===== src/rtl/seg_scan_decoder_if.sv =====
`default_nettype none
// +----------------------------------------------------------------------+
// | seg_scan_decoder_if : display bus lines plus decoded readback        |
// | Rev 1.0                                                              |
// +----------------------------------------------------------------------+
interface seg_scan_decoder_if;
   logic [3:0]  an;
   logic [7:0]  seg;
   logic [15:0] digits;
   logic [3:0]  dp;
   logic [3:0]  valid;
   logic [3:0]  blank;
   logic        frame_done;
   logic        bus_err;

   modport master (
      output an, seg,
      input  digits, dp, valid, blank, frame_done, bus_err
   );

   modport slave (
      input  an, seg,
      output digits, dp, valid, blank, frame_done, bus_err
   );
endinterface
`default_nettype wire


===== src/rtl/seg_scan_decoder.sv =====
`default_nettype none
// +----------------------------------------------------------------------+
// | seg_scan_decoder : captures stable scanned 7-seg digits back to BCD  |
// | Rev 1.0                                                              |
// +----------------------------------------------------------------------+
module seg_scan_decoder #(
   parameter int STABLE_CYCLES = 16,
   parameter int CNT_W         = 5
) (
   input  logic                clk,
   input  logic                rst,
   seg_scan_decoder_if.slave   bus
);
   typedef enum logic [1:0] {
      IDLE  = 2'd0,
      COUNT = 2'd1,
      HELD  = 2'd2
   } state_t;

   // Counter value just before the edge on which it reaches STABLE_CYCLES-1
   localparam logic [CNT_W-1:0] CNT_LAST = CNT_W'(STABLE_CYCLES - 2);
   localparam logic [CNT_W-1:0] CNT_SAT  = CNT_W'(STABLE_CYCLES);

   state_t            state;
   state_t            state_nxt;
   logic [11:0]       s_cur;
   logic [11:0]       s_prv;
   logic [CNT_W-1:0]  cnt;
   logic [3:0]        cur_an;
   logic [7:0]        cur_seg;
   logic              match;
   logic              one_hot;
   logic              capture;
   logic              err_hit;
   logic [1:0]        slot;
   logic [3:0]        slot_bit;
   logic [3:0]        num;
   logic              is_num;
   logic              is_blank;
   logic [15:0]       digits_q;
   logic [3:0]        dp_q;
   logic [3:0]        valid_q;
   logic [3:0]        blank_q;
   logic [3:0]        mask;
   logic              frame_done_q;
   logic              bus_err_q;

   assign cur_an  = s_cur[11:8];
   assign cur_seg = s_cur[7:0];
   assign match   = (s_cur == s_prv);
   assign one_hot = $onehot(~cur_an);

   always_ff @(posedge clk) begin
      if (rst) state <= IDLE;
      else     state <= state_nxt;
   end

   always_comb begin
      state_nxt = state;
      capture   = 1'b0;
      err_hit   = 1'b0;
      if (!match) begin
         state_nxt = one_hot ? COUNT : IDLE;
      end else begin
         case (state)
            COUNT: begin
               if (cnt == CNT_LAST) begin
                  capture   = 1'b1;
                  state_nxt = HELD;
               end
            end
            IDLE: begin
               if (cur_an != 4'hF && cnt == CNT_LAST) err_hit = 1'b1;
            end
            default: state_nxt = state;
         endcase
      end
   end

   always_comb begin
      slot = 2'd0;
      case (cur_an)
         4'b1101: slot = 2'd1;
         4'b1011: slot = 2'd2;
         4'b0111: slot = 2'd3;
         default: slot = 2'd0;
      endcase
      slot_bit = 4'b0001 << slot;
      num      = 4'hF;
      is_num   = 1'b1;
      case (cur_seg[6:0])
         7'h40: num = 4'd0;
         7'h79: num = 4'd1;
         7'h24: num = 4'd2;
         7'h30: num = 4'd3;
         7'h19: num = 4'd4;
         7'h12: num = 4'd5;
         7'h02: num = 4'd6;
         7'h78: num = 4'd7;
         7'h00: num = 4'd8;
         7'h10: num = 4'd9;
         default: is_num = 1'b0;
      endcase
      is_blank = (cur_seg[6:0] == 7'h7F);
   end

   always_ff @(posedge clk) begin
      if (rst) begin
         s_cur        <= 12'hFFF;
         s_prv        <= 12'hFFF;
         cnt          <= '0;
         digits_q     <= 16'hFFFF;
         dp_q         <= 4'h0;
         valid_q      <= 4'h0;
         blank_q      <= 4'h0;
         mask         <= 4'h0;
         frame_done_q <= 1'b0;
         bus_err_q    <= 1'b0;
      end else begin
         s_prv        <= s_cur;
         s_cur        <= {bus.an, bus.seg};
         frame_done_q <= 1'b0;
         bus_err_q    <= err_hit;
         if (!match)              cnt <= '0;
         else if (cnt != CNT_SAT) cnt <= cnt + CNT_W'(1);
         if (capture) begin
            digits_q[{slot, 2'b00} +: 4] <= num;
            dp_q[slot]    <= ~cur_seg[7];
            valid_q[slot] <= is_num;
            blank_q[slot] <= is_blank;
            // Completing the set of four slots closes the frame
            if ((mask | slot_bit) == 4'hF) begin
               mask         <= 4'h0;
               frame_done_q <= 1'b1;
            end else begin
               mask <= mask | slot_bit;
            end
         end
      end
   end

   assign bus.digits     = digits_q;
   assign bus.dp         = dp_q;
   assign bus.valid      = valid_q;
   assign bus.blank      = blank_q;
   assign bus.frame_done = frame_done_q;
   assign bus.bus_err    = bus_err_q;
endmodule
`default_nettype wire


===== src/flat_wrapper.sv =====
// flat-port wrapper written by rule: the top's interface ports become plain ports
module seg_scan_decoder_flat 
#(
   parameter int STABLE_CYCLES = 16,
   parameter int CNT_W         = 5
)
  (clk, rst, bus_an, bus_seg, bus_digits, bus_dp, bus_valid, bus_blank, bus_frame_done, bus_bus_err);
  seg_scan_decoder_if bus_i ();
  input  logic clk;
  input  logic rst;
  input wire logic [$bits(bus_i.an)-1:0] bus_an;
  input wire logic [$bits(bus_i.seg)-1:0] bus_seg;
  output wire logic [$bits(bus_i.digits)-1:0] bus_digits;
  output wire logic [$bits(bus_i.dp)-1:0] bus_dp;
  output wire logic [$bits(bus_i.valid)-1:0] bus_valid;
  output wire logic [$bits(bus_i.blank)-1:0] bus_blank;
  output wire logic [$bits(bus_i.frame_done)-1:0] bus_frame_done;
  output wire logic [$bits(bus_i.bus_err)-1:0] bus_bus_err;
  assign bus_i.an = bus_an;
  assign bus_i.seg = bus_seg;
  assign bus_digits = bus_i.digits;
  assign bus_dp = bus_i.dp;
  assign bus_valid = bus_i.valid;
  assign bus_blank = bus_i.blank;
  assign bus_frame_done = bus_i.frame_done;
  assign bus_bus_err = bus_i.bus_err;
  seg_scan_decoder #(.STABLE_CYCLES(STABLE_CYCLES), .CNT_W(CNT_W)) u_core (.clk(clk), .rst(rst), .bus(bus_i));
endmodule

===== config.mk =====
export PLATFORM = sky130hd
export DESIGN_NAME = seg_scan_decoder_flat
export DESIGN_NICKNAME = d
export VERILOG_FILES = /design/src/rtl/seg_scan_decoder_if.sv /design/src/rtl/seg_scan_decoder.sv /design/src/flat_wrapper.sv
export SDC_FILE = /design/constraint.sdc
export NUM_CORES = 1
export LEC_CHECK = 0
export CELL_PAD_IN_SITES_DETAIL_PLACEMENT = 1
export CELL_PAD_IN_SITES_GLOBAL_PLACEMENT = 1
export CORE_MARGIN = 1.5
export CORE_UTILIZATION = 39
export CTS_BUF_LIST = sky130_fd_sc_hd__clkbuf_8
export CTS_CLUSTER_DIAMETER = 30
export DETAILED_ROUTE_END_ITERATION = 10
export PLACE_DENSITY_LB_ADDON = 0.05
export SETUP_SLACK_MARGIN = 0.1
export SYNTH_ARGS = -nofsm -noshare
export SYNTH_HDL_FRONTEND = slang
export SYNTH_SLANG_ARGS = --single-unit

===== constraint.sdc =====
create_clock -name clk -period 2.5 [get_ports clk]
set_input_delay 0.5 -clock clk [delete_from_list [all_inputs] [get_ports clk]]
set_output_delay 0.5 -clock clk [all_outputs]
set_load 0.02 [all_outputs]

==> results of run 1 <==
## synth_stat cells, drive strengths merged, types with 7 or more instances
library cell	instances	area [µm²]
ha	18	225
clkbuf	13	50.0
o21ai	18	90.1
nand3	7	35.0
nor2b	13	81.3
nand4	9	56.3
nand2	9	33.8
dfxtp	65	1300
inv	8	30.0
nor2	14	52.6
a211oi	21	158
xnor2	14	138
a21oi	18	90.1
or2	25	156
## cells in the final DEF, fill, tap and decap left out, drive strengths merged, types with 3 or more instances in the layout
master,n
a211oi,21
or4,3
clkdlybuf4s50,43
a21oi,18
o21a,4
xnor2,14
nor3,4
o21ai,18
a21boi,3
buf,20
or2,25
ha,18
inv,11
nand4,9
nor2,14
dfxtp,65
xor2,3
o21ba,3
nand2,9
o22ai,3
and2,6
nor4,6
and3,4
clkbuf,10
nor2b,13
and4,3
nand3,7
## per-layer routing
metal	global-route usage	wire (µm)	vias up
li1	-	-	1231
met1	0.234	3420	1188
met2	0.286	3420	42
met3	0.0606	259	6
met4	0.0608	82	0
met5	0	0	-
## cell families (layout without fill, tap and decap cells)
kind of cell	count (synthesis)	count (layout)
AO/OA/AOI/OAI	76	76
adder cells (fa/ha/maj)	19	19
AND/OR/NAND/NOR	112	112
flip-flops	65	65
XOR/XNOR	17	17
buffers and inverters	27	87
multiplexers	1	1
## path summary, 6_finish.rpt
check | to | slack [ps] | depth (start not counted)
setup / recovery | u_core.bus.digits[1] | 220 | 10
hold / removal | u_core.bus.digits[3] | 470 | 2
setup reg to reg | u_core.bus.digits[1] | 220 | 10
hold reg to reg | u_core.bus.digits[3] | 470 | 2
## area by class of cell
class / count / area, µm² / share of cell area
clock inverters: 6 / 51.3 / 0.0134
well taps: 99 / 124 / 0.0323
inverters: 8 / 30.0 / 0.00783
multi-input cells: 225 / 1610 / 0.419
flip-flops and latches: 65 / 1310 / 0.340
clock buffers: 10 / 138 / 0.0359
repair buffers: 63 / 581 / 0.151
## power by group
part           leakage, nW  switching (mW)  internal, mW  total, mW
Sequential           0.530          0.0233          1.06       1.08
Clock                0.110           0.384         0.473      0.857
Combinational        0.804           0.111         0.101      0.212
Total                 1.44           0.518          1.63       2.15
## what timing repair did
| item | CTS | global route |
|---|---|---|
| endpoints found under the setup margin | 11 | 20 |
| pin swaps | 0 | 3 |
| buffers inserted | 0 | 3 |
| resized for setup | 1 | 9 |
## metrics by stage
stage | std cells | hold slack (ps) | worst slack, ps | TNS, ps | total power, mW
3_5_place_dp | 457 | 457 | -57.2 | -240 | 1.31
3_3_place_gp | 457 | 449 | 53.4 | 0 | 1.30
5_1_grt | 476 | 490 | 94.8 | 0 | 2.26
2_1_floorplan | 317 | 441 | 130 | 0 | 1.23
6_report | 476 | 471 | 223 | 0 | 2.15
4_1_cts | 473 | 474 | 113 | 0 | 2.17
## state kept, by name, indices dropped and copies added (netlist names)
signal / flops
u_core.bus.blank: 4
u_core.bus.bus_err: 1
u_core.bus.digits: 16
u_core.bus.dp: 4
u_core.bus.frame_done: 1
u_core.bus.valid: 4
u_core.cnt: 5
u_core.mask: 4
u_core.s_cur: 12
u_core.s_prv: 12
u_core.state: 2
## critical path: stages (launching register included)
cell and delay, ps:
sky130_fd_sc_hd__dfxtp_1 420, sky130_fd_sc_hd__inv_1 90, sky130_fd_sc_hd__ha_1 200, sky130_fd_sc_hd__o21ai_0 190, sky130_fd_sc_hd__buf_4 180, sky130_fd_sc_hd__ha_2 180
sky130_fd_sc_hd__nand2_1 50, sky130_fd_sc_hd__nor3_1 140, sky130_fd_sc_hd__nand4_1 190, sky130_fd_sc_hd__or3_4 380, sky130_fd_sc_hd__o21ai_0 170
==> run_results.csv, run 1 <==
group,metric,value,unit
outcome,status,"finished, final reports clean",
min_path,class_of_the_most_critical_hold_timing_path,"reg2reg",
grt,grt_first_pass_wirelength,11800,µm
critical_path,criticalPathCategory,"reg2reg",
floorplanning,rows,31,
timing,final.setup_skew,5.87,ps
job,max_cap_viol_count,0,
timing,fmax,439,MHz
timing,grt_setup_unrepaired,"no",
grt,grt_antenna_before_repair,0,
grt,grt_max_degree,38,
clock_tree,tritoncts,"done",
detailed_routing,postRouteWirelength,7180,µm
yosys,synth_top_family_by_area,"simple AND/OR/NAND/NOR gates",
timing,worst_slew_pin_slew,520,ps
floorplanning,die_width,90.7,µm
yosys,syn-cell-area,0.00300,mm²
floorplanning,placeableCoreArea,0.00733,mm²
clock_tree,clock_sinks,65,
clock_tree,cts_max_path_buffers,2,
yosys,ys_async_sr_fraction,0,
critical_path,worst_ep_arrival_time,2540,ps
yosys,synth_adder_area_share,0.0818,
yosys,synth_ff_type,"sky130_fd_sc_hd__dfxtp_1",
clock_tree,cts-hold-fix-buffers,0,
grt,global_route.usage.total,0.182,
critical_path,critical_path_required,2760,ps
critical_path,critical_path.startpoint_type,"flop",
timing,setup-violations-final,0,
critical_path,worst_setup_path_end_kind,"flop",
detailed_routing,detail_route.iter0.violations,43,
yosys,syn_area_per_cell,9.46,µm²
detailed_routing,ant_nets,0,
critical_path,startpoint,"u_core.s_cur[10]",
detailed_routing,first_pass_iters,4,
placement,dp_hpwl,5350,µm
clock_tree,worstSkewPairLatency,340,ps
finish,antenna_cells,0,
yosys,synth-compound-area-share,0.163,
timing,max_slew_margin,0.650,
yosys,synth.area.mux_share,0.00334,
yosys,part_of_the_yosys_area_used_for_sequential_elements,0.434,
yosys,synth_xor_area_frac,0.0547,
timing,hold_viol_final,0,
finish,drive_above_1_share,0.204,
placement,globalplace.congestion,0.785,
detailed_routing,wire_per_inst,15.1,µm
grt,via_count_of_the_first_global_routing_pass,2417,
placement,postPlaceCellArea,0.00359,mm²
detailed_routing,drt_drc_violations_left,0,
yosys,yosys.cell_types.count,45,
critical_path,worst-path-max-fanout,5,
clock_tree,path_clk_slew,70,ps
finish,nNetsFinal,405,
finish,layout-area-overhead-vs-synth,27.9,%
yosys,synth_seq_cells,65,
critical_path,worstReg2RegStart,"u_core.s_cur[10]",
placement,io_buffers,43,
finish,final_cell_utilization_of_the_core,0.523,
grt,overflow,0,
timing,slew_violations,0,
yosys,yosys_warnings,0,
finish,nFillCells,820,
clock_tree,root_buffer,"sky130_fd_sc_hd__clkbuf_8",
floorplanning,die_h,90.7,µm
floorplanning,effective_utilization_at_floorplan,0.409,
detailed_routing,dr_total_vias,2467,
min_path,min-delay-start,"u_core.bus.digits[3]",
clock_tree,tritoncts.num_buffers,9,
power,vdd_ir_drop_max,256,µV
yosys,synth_edf_count,0,
timing,min_period_over_period,0.911,
yosys,gate_count_post_synth,317,
yosys,syn_nets,350,
detailed_routing,drt-vias-per-instance,5.18,
timing,post_layout_minimum_cycle_time,2280,ps
power,powerDensity,560,mW/mm²
finish,design_area,0.00383,mm²
floorplanning,io_pins,44,
clock_tree,h_tree_depth_reported_by_cts,3,
power,power.static_leakage,1.44,nW
yosys,synthSimpleGateAreaFrac,0.222,
floorplanning,fp.dieArea,0.00823,mm²
Note: power is estimated with default switching activity, not from simulation.
==> run 2, diff against run 1 <==
--- a/config.mk
+++ b/config.mk
@@ -8,7 +8,7 @@
 export CELL_PAD_IN_SITES_DETAIL_PLACEMENT = 1
 export CELL_PAD_IN_SITES_GLOBAL_PLACEMENT = 1
 export CORE_MARGIN = 1.5
-export CORE_UTILIZATION = 39
+export CORE_UTILIZATION = 43
 export CTS_BUF_LIST = sky130_fd_sc_hd__clkbuf_8
 export CTS_CLUSTER_DIAMETER = 30
 export DETAILED_ROUTE_END_ITERATION = 10
==> constraint.sdc (replaced) <==
create_clock -name clk -period 2.2 [get_ports clk]
set_input_delay 0.44 -clock clk [delete_from_list [all_inputs] [get_ports clk]]
set_output_delay 0.44 -clock clk [all_outputs]
set_load 0.02 [all_outputs]
==> run 2 against run 1 <==
Fmax rose by 0.27%. Critical path depth fell by 3. Non-clock buffer count is 22 higher. Clock power grew 26%. The run now ends with negative setup slack left. Critical path type unchanged. Register-to-register slack lost 290 ps.
==> run_results.csv, run 2 (synthesis results as in run 1) <==
group,metric,value,unit
detailed_routing,drt-vias-per-instance,5.70,
finish,nNetsFinal,427,
clock_tree,tritoncts.num_buffers,9,
finish,layout_common_cells,"sky130_fd_sc_hd__dfxtp_1, sky130_fd_sc_hd__clkdlybuf4s50_1, sky130_fd_sc_hd__buf_4",
detailed_routing,dr_total_vias,2728,
detailed_routing,first_pass_iters,4,
power,vdd_ir_drop_max,339,µV
critical_path,worst_setup_path_end_kind,"flop",
critical_path,criticalPathCategory,"reg2reg",
grt,grt_max_degree,32,
critical_path,worst-path-max-fanout,7,
clock_tree,clock_sinks,65,
min_path,class_of_the_most_critical_hold_timing_path,"reg2reg",
finish,drive_above_1_share,0.388,
timing,hold_viol_final,0,
finish,layout-area-overhead-vs-synth,44.5,%
timing,min_period_over_period,1.03,
finish,nFillCells,742,
detailed_routing,ant_nets,0,
placement,postPlaceCellArea,0.00373,mm²
timing,setup-violations-final,5,
detailed_routing,drt_drc_violations_left,0,
floorplanning,fp.dieArea,0.00748,mm²
floorplanning,die_h,86.5,µm
finish,largest_reg_flops,16,
timing,fmax,440,MHz
grt,grt_first_pass_wirelength,12900,µm
power,reported_net_switching_power,729,µW
detailed_routing,postRouteWirelength,9610,µm
timing,grt_setup_unrepaired,"yes",
grt,overflow,0,
power,power_frac_seq,0.467,
clock_tree,cts_max_path_buffers,2,
critical_path,worst_ep_arrival_time,2490,ps
job,max_cap_viol_count,0,
clock_tree,path_clk_slew,90,ps
floorplanning,effective_utilization_at_floorplan,0.444,
detailed_routing,detail_route.iter0.violations,110,
finish,combined_area_of_the_multi_input_logic_cells,0.00191,mm²
clock_tree,h_tree_depth_reported_by_cts,3,
grt,global_route.usage.total,0.224,
outcome,status,"finished, violations left",
clock_tree,tritoncts,"done",
power,clock_share_of_power,0.408,
timing,post_layout_minimum_cycle_time,2270,ps
timing,max_slew_margin,0.643,
critical_path,critical_path_required,2420,ps
clock_tree,root_buffer,"sky130_fd_sc_hd__clkbuf_8",
detailed_routing,wire_per_inst,20.1,µm
critical_path,critical_path.startpoint_type,"flop",
clock_tree,worstSkewPairLatency,360,ps
timing,worst_slack,-70.9,ps
power,power.combinational.fraction,0.125,
finish,antenna_cells,0,
floorplanning,die_width,86.5,µm
power,power.static_leakage,1.61,nW
finish,final_common_cell,"sky130_fd_sc_hd__dfxtp_1",
floorplanning,io_pins,44,
placement,io_buffers,43,
power,p_int,1.91,mW
grt,grt_antenna_before_repair,0,
placement,globalplace.congestion,0.844,
timing,whs,465,ps
timing,final.setup_skew,14.6,ps
grt,via_count_of_the_first_global_routing_pass,2609,
finish,ff_latch_area,0.00132,mm²
power,netSwitchingFraction,0.276,
floorplanning,placeableCoreArea,0.00676,mm²
floorplanning,rows,30,
timing,slew_violations,0,
power,powerDensity,609,mW/mm²
placement,dp_hpwl,5600,µm
timing,worst_slew_pin_slew,532,ps
clock_tree,cts-hold-fix-buffers,0,
outcome,failed_checks,"negative setup slack",
finish,design_area,0.00433,mm²
## run 2: cell count changes in the layout (fill, tap and decap cells not counted), sizes merged
cell	delta
clkinvlp	+4
inv	-3
buf	+22
clkinv	-1
## run 2: cell type report
class | count | area share
tap | 80 | 0.0231
multi-input combinational | 225 | 0.440
clock inverter | 6 | 0.0153
inverter | 8 | 0.00837
sequential | 65 | 0.305
clock buffer | 10 | 0.0318
timing repair buffer | 85 | 0.176
## run 2: metal layers
| metal | wire [µm] | track usage | share of wire |
|---|---|---|---|
| met4 | 231 | 0.0982 | 0.024 |
| met5 | 0 | 0 | 0 |
| met1 | 4140 | 0.282 | 0.43 |
| met2 | 4970 | 0.376 | 0.52 |
| met3 | 272 | 0.0381 | 0.028 |
## run 2: critical path, stage by stage (launching register included)
cell,delay (ps)
sky130_fd_sc_hd__dfxtp_4,380
sky130_fd_sc_hd__buf_6,130
sky130_fd_sc_hd__xnor2_4,190
sky130_fd_sc_hd__nand4_1,180
sky130_fd_sc_hd__or4_4,610
sky130_fd_sc_hd__buf_6,170
sky130_fd_sc_hd__a211oi_1,310
sky130_fd_sc_hd__o21ai_0,160
## run 2: what timing repair did
| action | in CTS | in global routing |
|---|---|---|
| buffers inserted | 1 | 6 |
| pin swaps | 2 | 20 |
| endpoints found under the setup margin | 24 | 32 |
| hold endpoints to repair | 0 | 0 |
| cloned | 0 | 2 |
| gates resized for setup | 15 | 64 |
## run 2: metrics by stage
step / setup WS [ps] / util / setup TNS (ps) / std cells / total power [mW]
floorplan: 91.1 / - / 0 / 317 / 1.41
global placement: -31.8 / 0.552 / -34.5 / 456 / 1.50
detailed placement: -55.2 / 0.552 / -144 / 456 / 1.51
CTS: 102 / 0.591 / 0 / 473 / 2.57
global route: -155 / 0.641 / -1050 / 479 / 2.73
finish: -70.9 / 0.641 / -149 / 479 / 2.64
## run 2: worst paths after layout
path / cells past startpoint / slack [ps] / from / endpoint
setup / recovery: 7 / -70 / u_core.s_cur[11] / u_core.bus.digits[12]
setup reg to reg: 7 / -70 / u_core.s_cur[11] / u_core.bus.digits[12]
hold reg to reg: 1 / 470 / u_core.bus.digits[2] / u_core.bus.digits[2]
hold / removal: 1 / 470 / u_core.bus.digits[2] / u_core.bus.digits[2]
## run 2: power groups by stage
stage / sequential [mW] / combinational, mW / clock [mW]
finish: 1.23 / 0.329 / 1.08
global route: 1.24 / 0.355 / 1.14
floorplan: 1.24 / 0.168 / 0
CTS: 1.23 / 0.270 / 1.07
global placement: 1.25 / 0.252 / 0
detailed placement: 1.25 / 0.260 / 0
==> run 3, diff against run 2 <==
--- a/config.mk
+++ b/config.mk
@@ -12,6 +12,7 @@
 export CTS_BUF_LIST = sky130_fd_sc_hd__clkbuf_8
 export CTS_CLUSTER_DIAMETER = 30
 export DETAILED_ROUTE_END_ITERATION = 10
+export GPL_TIMING_DRIVEN = 0
 export PLACE_DENSITY_LB_ADDON = 0.05
 export SETUP_SLACK_MARGIN = 0.1
 export SYNTH_ARGS = -nofsm -noshare
==> run 3 against run 2 <==
The run still ends with negative setup slack left. Sequential cell count did not move. Critical path depth grew 2. Non-clock buffer count rose by 11. Hold slack gained 21 ps. Clock power increased by 19%. Sequential power is essentially flat. Critical path type unchanged. Critical endpoint is now u_core.bus.digits[4].
==> run_results.csv, run 3 (synthesis results as in run 1) <==
group,metric,value,unit
power,power.static_leakage,1.65,nW
power,vdd_ir_drop_max,563,µV
outcome,failed_checks,"negative setup slack",
detailed_routing,drt_drc_violations_left,0,
critical_path,kind_of_cell_with_the_highest_combined_delay_on_the_critical_path,"simple AND/OR/NAND/NOR gates",
placement,dp_hpwl,5460,µm
timing,setup-violations-final,31,
clock_tree,root_buffer,"sky130_fd_sc_hd__clkbuf_8",
finish,final_common_cell,"sky130_fd_sc_hd__dfxtp_1",
clock_tree,path_clk_slew,90,ps
finish,drive_above_1_share,0.371,
finish,fin_cells,491,
timing,post_layout_minimum_cycle_time,2440,ps
floorplanning,die_width,86.5,µm
detailed_routing,drt-vias-per-instance,5.84,
critical_path,cp_cell_sequence,"buf_6 > xnor2_4 > nand4_1 > buf_4 > or4_4 > buf_6 > buf_4 > a211oi_1 > o21ai_1",
grt,via_count_of_the_first_global_routing_pass,2999,
grt,global_route.usage.total,0.268,
finish,final_cell_utilization_of_the_core,0.661,
floorplanning,io_pins,44,
job,max_cap_viol_count,0,
floorplanning,placeableCoreArea,0.00676,mm²
grt,grt_first_pass_wirelength,15200,µm
timing,slew_violations,0,
finish,design_area,0.00447,mm²
min_path,class_of_the_most_critical_hold_timing_path,"reg2reg",
min_path,min_path_cells,1,
timing,worst_slew_pin_slew,687,ps
timing,whs,486,ps
timing,fmax,409,MHz
clock_tree,cts_max_path_buffers,2,
floorplanning,rows,30,
floorplanning,die_h,86.5,µm
power,powerDensity,654,mW/mm²
timing,grt_setup_unrepaired,"yes",
floorplanning,effective_utilization_at_floorplan,0.444,
outcome,status,"finished, violations left",
clock_tree,worstSkewPairLatency,360,ps
timing,worst_slack,-242,ps
critical_path,worst_setup_path_end_kind,"flop",
detailed_routing,detail_route.iter0.violations,158,
floorplanning,fp.dieArea,0.00748,mm²
detailed_routing,ant_nets,0,
placement,io_buffers,43,
critical_path,cp.depth,9,
clock_tree,tritoncts,"done",
critical_path,worst-path-max-fanout,6,
clock_tree,tritoncts.num_buffers,9,
timing,hold_viol_final,0,
critical_path,timing.critical_path.buf_inv,4,
critical_path,critical_path_required,2420,ps
detailed_routing,first_pass_iters,4,
detailed_routing,wire_per_inst,23.4,µm
timing,min_period_over_period,1.11,
clock_tree,clock_sinks,65,
critical_path,criticalPathCategory,"reg2reg",
timing,max_slew_margin,0.542,
critical_path,timing.critical_path.slowest_cell_delay,510,ps
grt,grt_antenna_before_repair,0,
critical_path,critical_path.startpoint_type,"flop",
detailed_routing,dr_total_vias,2865,
grt,overflow,0,
power,power,2.92,mW
placement,postPlaceCellArea,0.00356,mm²
finish,nNetsFinal,438,
grt,grt_max_degree,13,
critical_path,worst_ep_arrival_time,2660,ps
finish,layout_common_cells,"sky130_fd_sc_hd__dfxtp_1, sky130_fd_sc_hd__clkdlybuf4s50_1, sky130_fd_sc_hd__or2_2",
finish,layout-area-overhead-vs-synth,48.9,%
detailed_routing,postRouteWirelength,11500,µm
clock_tree,h_tree_depth_reported_by_cts,3,
critical_path,ff2ff_path_depth,9,
placement,globalplace.congestion,0.856,
timing,final.setup_skew,13.7,ps
placement,place.detailed.instances,440,
finish,largest_reg_flops,16,
critical_path,worst_path_max_delay_cell,"sky130_fd_sc_hd__or4_4",
[run 3: power by group]
group	internal (mW)	total, mW	switching, mW
sequential	1.20	1.22	0.0268
combinational	0.195	0.406	0.210
clock	0.753	1.29	0.536
total	2.15	2.92	0.773
[run 3: what timing repair did]
| item | 4_1_cts | 5_1_grt |
|---|---|---|
| setup buffers | 25 | 8 |
| setup endpoints to repair | 32 | 35 |
| cloned | 1 | 0 |
| resized for setup | 56 | 34 |
| hold buffers | 0 | 0 |
| pin swaps | 16 | 18 |
[run 3: path summary, 6_finish.rpt]
path,start,end,slack [ps]
setup / recovery,u_core.s_cur[10],u_core.bus.digits[4],-240
setup reg to reg,u_core.s_cur[10],u_core.bus.digits[4],-240
hold / removal,u_core.mask[2],u_core.mask[2],490
hold reg to reg,u_core.mask[2],u_core.mask[2],490
[run 3: metrics by stage]
step                      setup WS [ps]  setup TNS [ps]
after global placement             -370           -3150
after floorplan                    91.1               0
after global routing               -302           -6290
after detailed placement           -399           -3910
after CTS                         -18.2           -49.3
final                              -242           -2730
[run 3: area by class of cell]
type / count / area, µm²
sequential: 65 / 1320
clock inverter: 7 / 119
antenna: 1 / 2.50
multi-input combinational: 225 / 1900
buffer: 19 / 139
clock buffer: 9 / 124
timing repair buffer: 77 / 729
fill: 743 / 2290
tap: 80 / 100
inverter: 8 / 33.8
[run 3: routing by layer]
layer / routed length [µm] / up-vias / global-route usage
met4: 428 / 0 / 0.123
li1: - / 1303 / -
met1: 4790 / 1441 / 0.319
met3: 364 / 30 / 0.0610
met5: 0 / - / 0
met2: 5910 / 91 / 0.460
